===== src/rtl/cpu_pipe_pkg.sv =====
// Shared types and constants for CPU pipeline stage registers.
// Latency: n/a (declarations only).
// Backpressure: n/a.
package cpu_pipe_pkg;

    // ADDI x0,x0,0: the canonical RISC-V bubble.
    localparam logic [31:0] NOP_INSTR = 32'h00000013;

    // EMPTY: no beat held; BUSY: main slot holds a beat; FULL: main and skid both hold beats.
    typedef enum logic [1:0] {
        EMPTY = 2'd0,
        BUSY  = 2'd1,
        FULL  = 2'd2
    } stage_state_t;

    // One fetched beat at the default 32-bit pc / 32-bit instruction widths.
    typedef struct packed {
        logic [31:0] pc;
        logic [31:0] instr;
    } fetch_beat_t;

endpackage


===== src/rtl/pipe_slot.sv =====
// Single storage slot: valid bit plus payload register with load and clear.
// Latency: load/clear take effect at the next rising edge.
// Backpressure: none; the owner decides when to load or clear.
module pipe_slot
    import cpu_pipe_pkg::*;
#(
    parameter int W = 64
) (
    input  logic         clk,
    input  logic         rst,
    input  logic         clear,
    input  logic         load,
    input  logic [W-1:0] d,
    output logic         valid,
    output logic [W-1:0] q
);

    // Valid bit: reset and clear win over load.
    always_ff @(posedge clk) begin
        if (rst) begin
            valid <= 1'b0;
        end else if (clear) begin
            valid <= 1'b0;
        end else if (load) begin
            valid <= 1'b1;
        end
    end

    // Payload only moves on a load; its content is don't-care while invalid.
    always_ff @(posedge clk) begin
        if (load && !clear) begin
            q <= d;
        end
    end

endmodule


===== src/rtl/pipe_stage_reg.sv =====
// Pipeline stage register for {pc, instr} with valid/ready, optional skid slot, flush and stall counter.
// Latency: 1 cycle input to output when downstream is ready.
// Backpressure: SKID=1 absorbs one extra beat and drives in_ready from state; SKID=0 passes out_ready through.
module pipe_stage_reg
    import cpu_pipe_pkg::*;
#(
    parameter int               XLEN  = 32,
    parameter int               ILEN  = 32,
    parameter logic [ILEN-1:0]  NOP   = ILEN'(NOP_INSTR),
    parameter bit               SKID  = 1'b1,
    parameter int               CNT_W = 16
) (
    input  logic             clk,
    input  logic             rst,
    input  logic             flush,
    input  logic             in_valid,
    output logic             in_ready,
    input  logic [XLEN-1:0]  in_pc,
    input  logic [ILEN-1:0]  in_instr,
    output logic             out_valid,
    input  logic             out_ready,
    output logic [XLEN-1:0]  out_pc,
    output logic [ILEN-1:0]  out_instr,
    output logic [CNT_W-1:0] stall_cnt,
    input  logic             stall_clr
);

    localparam int BW = XLEN + ILEN;

    stage_state_t    state;
    stage_state_t    state_nxt;

    logic            accept;
    logic            consume;
    logic [BW-1:0]   in_dat;

    logic            main_vld;
    logic [BW-1:0]   main_dat;
    logic            main_load;
    logic            main_clr;
    logic [BW-1:0]   main_d;

    logic            skid_vld;
    logic [BW-1:0]   skid_dat;
    logic            skid_load;
    logic            skid_clr;

    assign in_dat  = {in_pc, in_instr};
    assign accept  = in_valid && in_ready;
    assign consume = out_valid && out_ready;

    // Main slot always feeds the output; it is the head of the beat order.
    pipe_slot #(.W(BW)) u_main (
        .clk   (clk),
        .rst   (rst),
        .clear (main_clr),
        .load  (main_load),
        .d     (main_d),
        .valid (main_vld),
        .q     (main_dat)
    );

    generate
        if (SKID) begin : g_skid
            // Second slot catches the beat accepted while the main slot is stalled.
            pipe_slot #(.W(BW)) u_skid (
                .clk   (clk),
                .rst   (rst),
                .clear (skid_clr),
                .load  (skid_load),
                .d     (in_dat),
                .valid (skid_vld),
                .q     (skid_dat)
            );
            // Ready depends only on registered state; flush forces it so the flushed beat is drained.
            assign in_ready = (state != FULL) || flush;
        end else begin : g_noskid
            assign skid_vld = 1'b0;
            assign skid_dat = '0;
            // Single entry: room exists if empty or the held beat leaves this cycle.
            assign in_ready = !main_vld || out_ready || flush;
        end
    endgenerate

    // State register.
    always_ff @(posedge clk) begin
        if (rst) begin
            state <= EMPTY;
        end else begin
            state <= state_nxt;
        end
    end

    // Next-state and slot control; flush discards everything held and anything offered.
    always_comb begin
        state_nxt = state;
        main_load = 1'b0;
        main_clr  = 1'b0;
        main_d    = in_dat;
        skid_load = 1'b0;
        skid_clr  = 1'b0;
        if (flush) begin
            state_nxt = EMPTY;
            main_clr  = 1'b1;
            skid_clr  = 1'b1;
        end else begin
            case (state)
                EMPTY: begin
                    if (accept) begin
                        main_load = 1'b1;
                        state_nxt = BUSY;
                    end
                end
                BUSY: begin
                    if (consume && accept) begin
                        main_load = 1'b1;
                    end else if (consume) begin
                        main_clr  = 1'b1;
                        state_nxt = EMPTY;
                    end else if (accept) begin
                        skid_load = 1'b1;
                        state_nxt = FULL;
                    end
                end
                FULL: begin
                    if (consume) begin
                        main_load = 1'b1;
                        main_d    = skid_dat;
                        skid_clr  = 1'b1;
                        state_nxt = BUSY;
                    end
                end
                default: begin
                    state_nxt = EMPTY;
                    main_clr  = 1'b1;
                    skid_clr  = 1'b1;
                end
            endcase
        end
    end

    // Present a bubble (pc 0, NOP) whenever the main slot is empty.
    always_comb begin
        out_valid = main_vld;
        out_pc    = '0;
        out_instr = NOP;
        if (main_vld) begin
            out_pc    = main_dat[BW-1:ILEN];
            out_instr = main_dat[ILEN-1:0];
        end
    end

    // Stall counter: counts held-but-not-taken cycles, saturates, clear beats increment.
    always_ff @(posedge clk) begin
        if (rst) begin
            stall_cnt <= '0;
        end else if (stall_clr) begin
            stall_cnt <= '0;
        end else if (out_valid && !out_ready && (stall_cnt != '1)) begin
            stall_cnt <= stall_cnt + CNT_W'(1);
        end
    end

endmodule


===== config.mk =====
export PLATFORM = sky130hd
export DESIGN_NAME = pipe_stage_reg
export DESIGN_NICKNAME = d
export VERILOG_FILES = /design/src/rtl/cpu_pipe_pkg.sv /design/src/rtl/pipe_slot.sv /design/src/rtl/pipe_stage_reg.sv
export SDC_FILE = /design/constraint.sdc
export NUM_CORES = 1
export LEC_CHECK = 0
export CAP_MARGIN = 40
export CORE_ASPECT_RATIO = 1.2
export CORE_MARGIN = 2
export CORE_UTILIZATION = 45
export DETAILED_ROUTE_END_ITERATION = 10
export GPL_ROUTABILITY_DRIVEN = 0
export MAX_ROUTING_LAYER = met4
export PLACE_DENSITY = 0.8
export SYNTH_ARGS = -nofsm -noshare
export SYNTH_HDL_FRONTEND = slang
export SYNTH_SLANG_ARGS = --single-unit

===== constraint.sdc =====
create_clock -name clk -period 14.7 [get_ports clk]
set_clock_uncertainty 0.15 [all_clocks]
set_input_delay 2.94 -clock clk [delete_from_list [all_inputs] [get_ports clk]]
set_output_delay 2.94 -clock clk [all_outputs]
set_load 0.1 [all_outputs]

==> impl_metrics.env <==
export IMPL_outcome="complete, no violations"
export IMPL_layout_drive_gt1_share_pct=30.4
export IMPL_antenna_left=0
export IMPL_rows=46
export IMPL_grt_total_usage_pct=22.2
export IMPL_setup_violations=0
export IMPL_ios=152
export IMPL_n_fill_cell=723
export IMPL_synth_largest_area_cell="edfxtp_1"
export IMPL_final_nets=710
export IMPL_firstDrtPassIters=4
export IMPL_drtIter0Drc=225
export IMPL_max_slew_margin_rel_pct=39.0
export IMPL_clk_transition_reported_paths_ns=0.06
export IMPL_area_growth_synth_to_final_pct=61.0
export IMPL_post_route_period_util_pct=52.2
export IMPL_max_clock_path_buffers=2
export IMPL_wire_length_of_the_first_global_routing_pass_um=24800
export IMPL_worstSetupPathType="input port to output pin"
export IMPL_postPlaceCellArea_um2=9340
export IMPL_cts_root_buffer="clkbuf_16"
export IMPL_post_synthesis_sequential_area_ratio_pct=68.7
export IMPL_antenna_found_initial=0
export IMPL_data_arrival_time_at_the_worst_slack_endpoint_ns=4.59
export IMPL_fin_setup_tns_ns=0
export IMPL_netlist_top_cells_area="edfxtp_1 (63%), mux2_2 (12%), and2_1 (6.2%)"
export IMPL_tightest_slew_ns=0.915
export IMPL_leakagePower_nw=3.49
export IMPL_final_max_slew_violation_count=0
export IMPL_totalWireLength_um=15500
export IMPL_whs_path_depth=2
export IMPL_initial_standard_cell_utilization_of_the_core_pct=46.2
export IMPL_endpoint_class_of_the_critical_path="output pin"
export IMPL_max_cap_violations=0
export IMPL_clock_tree_from_tritoncts="done"
export IMPL_detailedPlacementHpwl_um=10700
export IMPL_dominantRegCellSynth="edfxtp_1"
export IMPL_power_mw=1.01
export IMPL_htree_num_levels=4
export IMPL_ctsResizeCount=0
export IMPL_worst_skew_pair_late_latency_ns=0.41
export IMPL_power_density_nw_per_um2=103
export IMPL_timing_critical_path_from_type="input port"
export IMPL_synth_edf_count=128
export IMPL_placeableCoreArea_um2=13300
export IMPL_route_detailed_wl_per_inst_um=19.0
export IMPL_io_buffers=151
export IMPL_antenna_diode_count=0
export IMPL_syn_area_per_cell_um2=15.5
export IMPL_final_cell_area_um2=9900
export IMPL_numCtsBuffers=17
export IMPL_dieWidth_um=111
export IMPL_grt_max_degree=74
export IMPL_vias_in_the_first_global_route=4688
export IMPL_synth_yosys_warnings=0
export IMPL_dieArea_um2=14600
export IMPL_clock_sinks=147
export IMPL_critical_path_required_ns=11.61
export IMPL_synthArstFlopShare_pct=0
export IMPL_globalRouteOverflowTotal=0
export IMPL_synth_top_cells_by_count="edfxtp_1 (128), mux2_2 (65), and2_1 (61)"
export IMPL_avgViaCountPerCell=5.30
export IMPL_timing_hold_ws_ns=0.362
export IMPL_power_ir_vdd_worst_mv=0.0843
export IMPL_post_route_min_period_ns=7.68
export IMPL_drc_errors=0
export IMPL_synth_cells=397
export IMPL_count_of_final_hold_check_violations=0
export IMPL_critPathMaxFanout=6
export IMPL_fin_util_pct=74.4
export IMPL_via_count=4343
export IMPL_post_cts_repair_setup_buffers=0
export IMPL_synth_top_area_share_pct=62.6
export IMPL_synthMostInstantiatedCell="edfxtp_1"
export IMPL_postSynthRegisterBits=147
export IMPL_max_freq_ghz=0.130
export IMPL_netlist_area_um2=6140
export IMPL_grt_setup_unrepaired="no"
export IMPL_syn_num_nets=468
export IMPL_die_height_um=132
export IMPL_postCtsHoldBufs=0
export IMPL_hp_class="register to register"
export IMPL_number_of_cells_on_the_worst_reg_to_reg_path=5
export IMPL_synth_cell_types=49
[worst paths after layout]
kind / from / slack (ns) / end
worst min-delay path: stall_cnt[1] / 0.36 / stall_cnt[1]
worst min register to register: stall_cnt[1] / 0.36 / stall_cnt[1]
worst max-delay path: flush / 7.02 / in_ready
worst max register to register: u_main.valid / 12.05 / u_main.q[43]
[cells by family (layout without fill, tap and decap cells)]
logic type               count (synthesis)  in the layout  share of synthesized area (%)
adder cells (fa/ha/maj)                  1              1                          0.204
buffers and inverters                   20            275                           2.10
XOR/XNOR                                 1              1                          0.143
multiplexers                            70             70                           12.7
flip-flops                             147            147                           68.7
AO/OA/AOI/OAI                           31             31                           3.34
AND/OR/NAND/NOR                        127            127                           12.7
[registers in the layout (all words and copies together) (netlist names)]
name             cells
u_main.q            64
state                2
g_skid.u_skid.q     64
stall_cnt           16
u_main.valid         1
[per-layer routing]
layer,GRT usage [%],vias up,part of all wire (%)
met4,6.25,0,1.7
met3,4.69,20,5.0
li1,-,1992,-
met1,26.8,2162,41
met2,37.8,169,53
met5,-,-,0
[layout by cell type, fill, tap and decap left out, types with 5 or more instances in the layout]
cell | netlist | layout
nand2_1 | 10 | 10
mux2_2 | 65 | 65
or3_1 | 8 | 8
nand3_1 | 7 | 7
dfxtp_1 | 19 | 18
buf_8 | 0 | 61
mux2i_1 | 5 | 5
inv_6 | 0 | 7
edfxtp_1 | 128 | 128
clkdlybuf4s50_1 | 0 | 151
nor3_1 | 5 | 5
buf_16 | 0 | 21
a21oi_1 | 10 | 10
and2_1 | 61 | 61
clkbuf_16 | 0 | 17
[cell type report]
type,instances,area [um^2],share of cell area (%)
multi-input combinational,230,1800,18.2
clock buffer,17,425,4.30
sequential,147,4230,42.7
clock inverter,15,134,1.35
tap,168,210,2.12
inverter,3,11.3,0.114
timing repair buffer,240,3090,31.2
[through the flow]
| stage | setup slack (ns) | std cells |
|---|---|---|
| floorplan | 6.07 | 397 |
| global placement | 6.76 | 703 |
| detailed placement | 7.02 | 788 |
| CTS | 7.02 | 820 |
| global route | 6.98 | 820 |
| finish | 7.02 | 820 |
[worst max-delay path, cell delays in order]
cell	delay (ns)
clkdlybuf4s50_1	0.56
or3b_1	0.43
clkdlybuf4s50_1	0.47
buf_8	0.19
[report_power, final]
group	internal (mW)	switching (mW)	leakage, nW	total, mW
Sequential	0.466	0.00280	1.33	0.469
Combinational	0.0593	0.0763	1.89	0.136
Clock	0.224	0.186	0.271	0.410
Total	0.749	0.265	3.49	1.01
(Power assumes the default switching activity.)
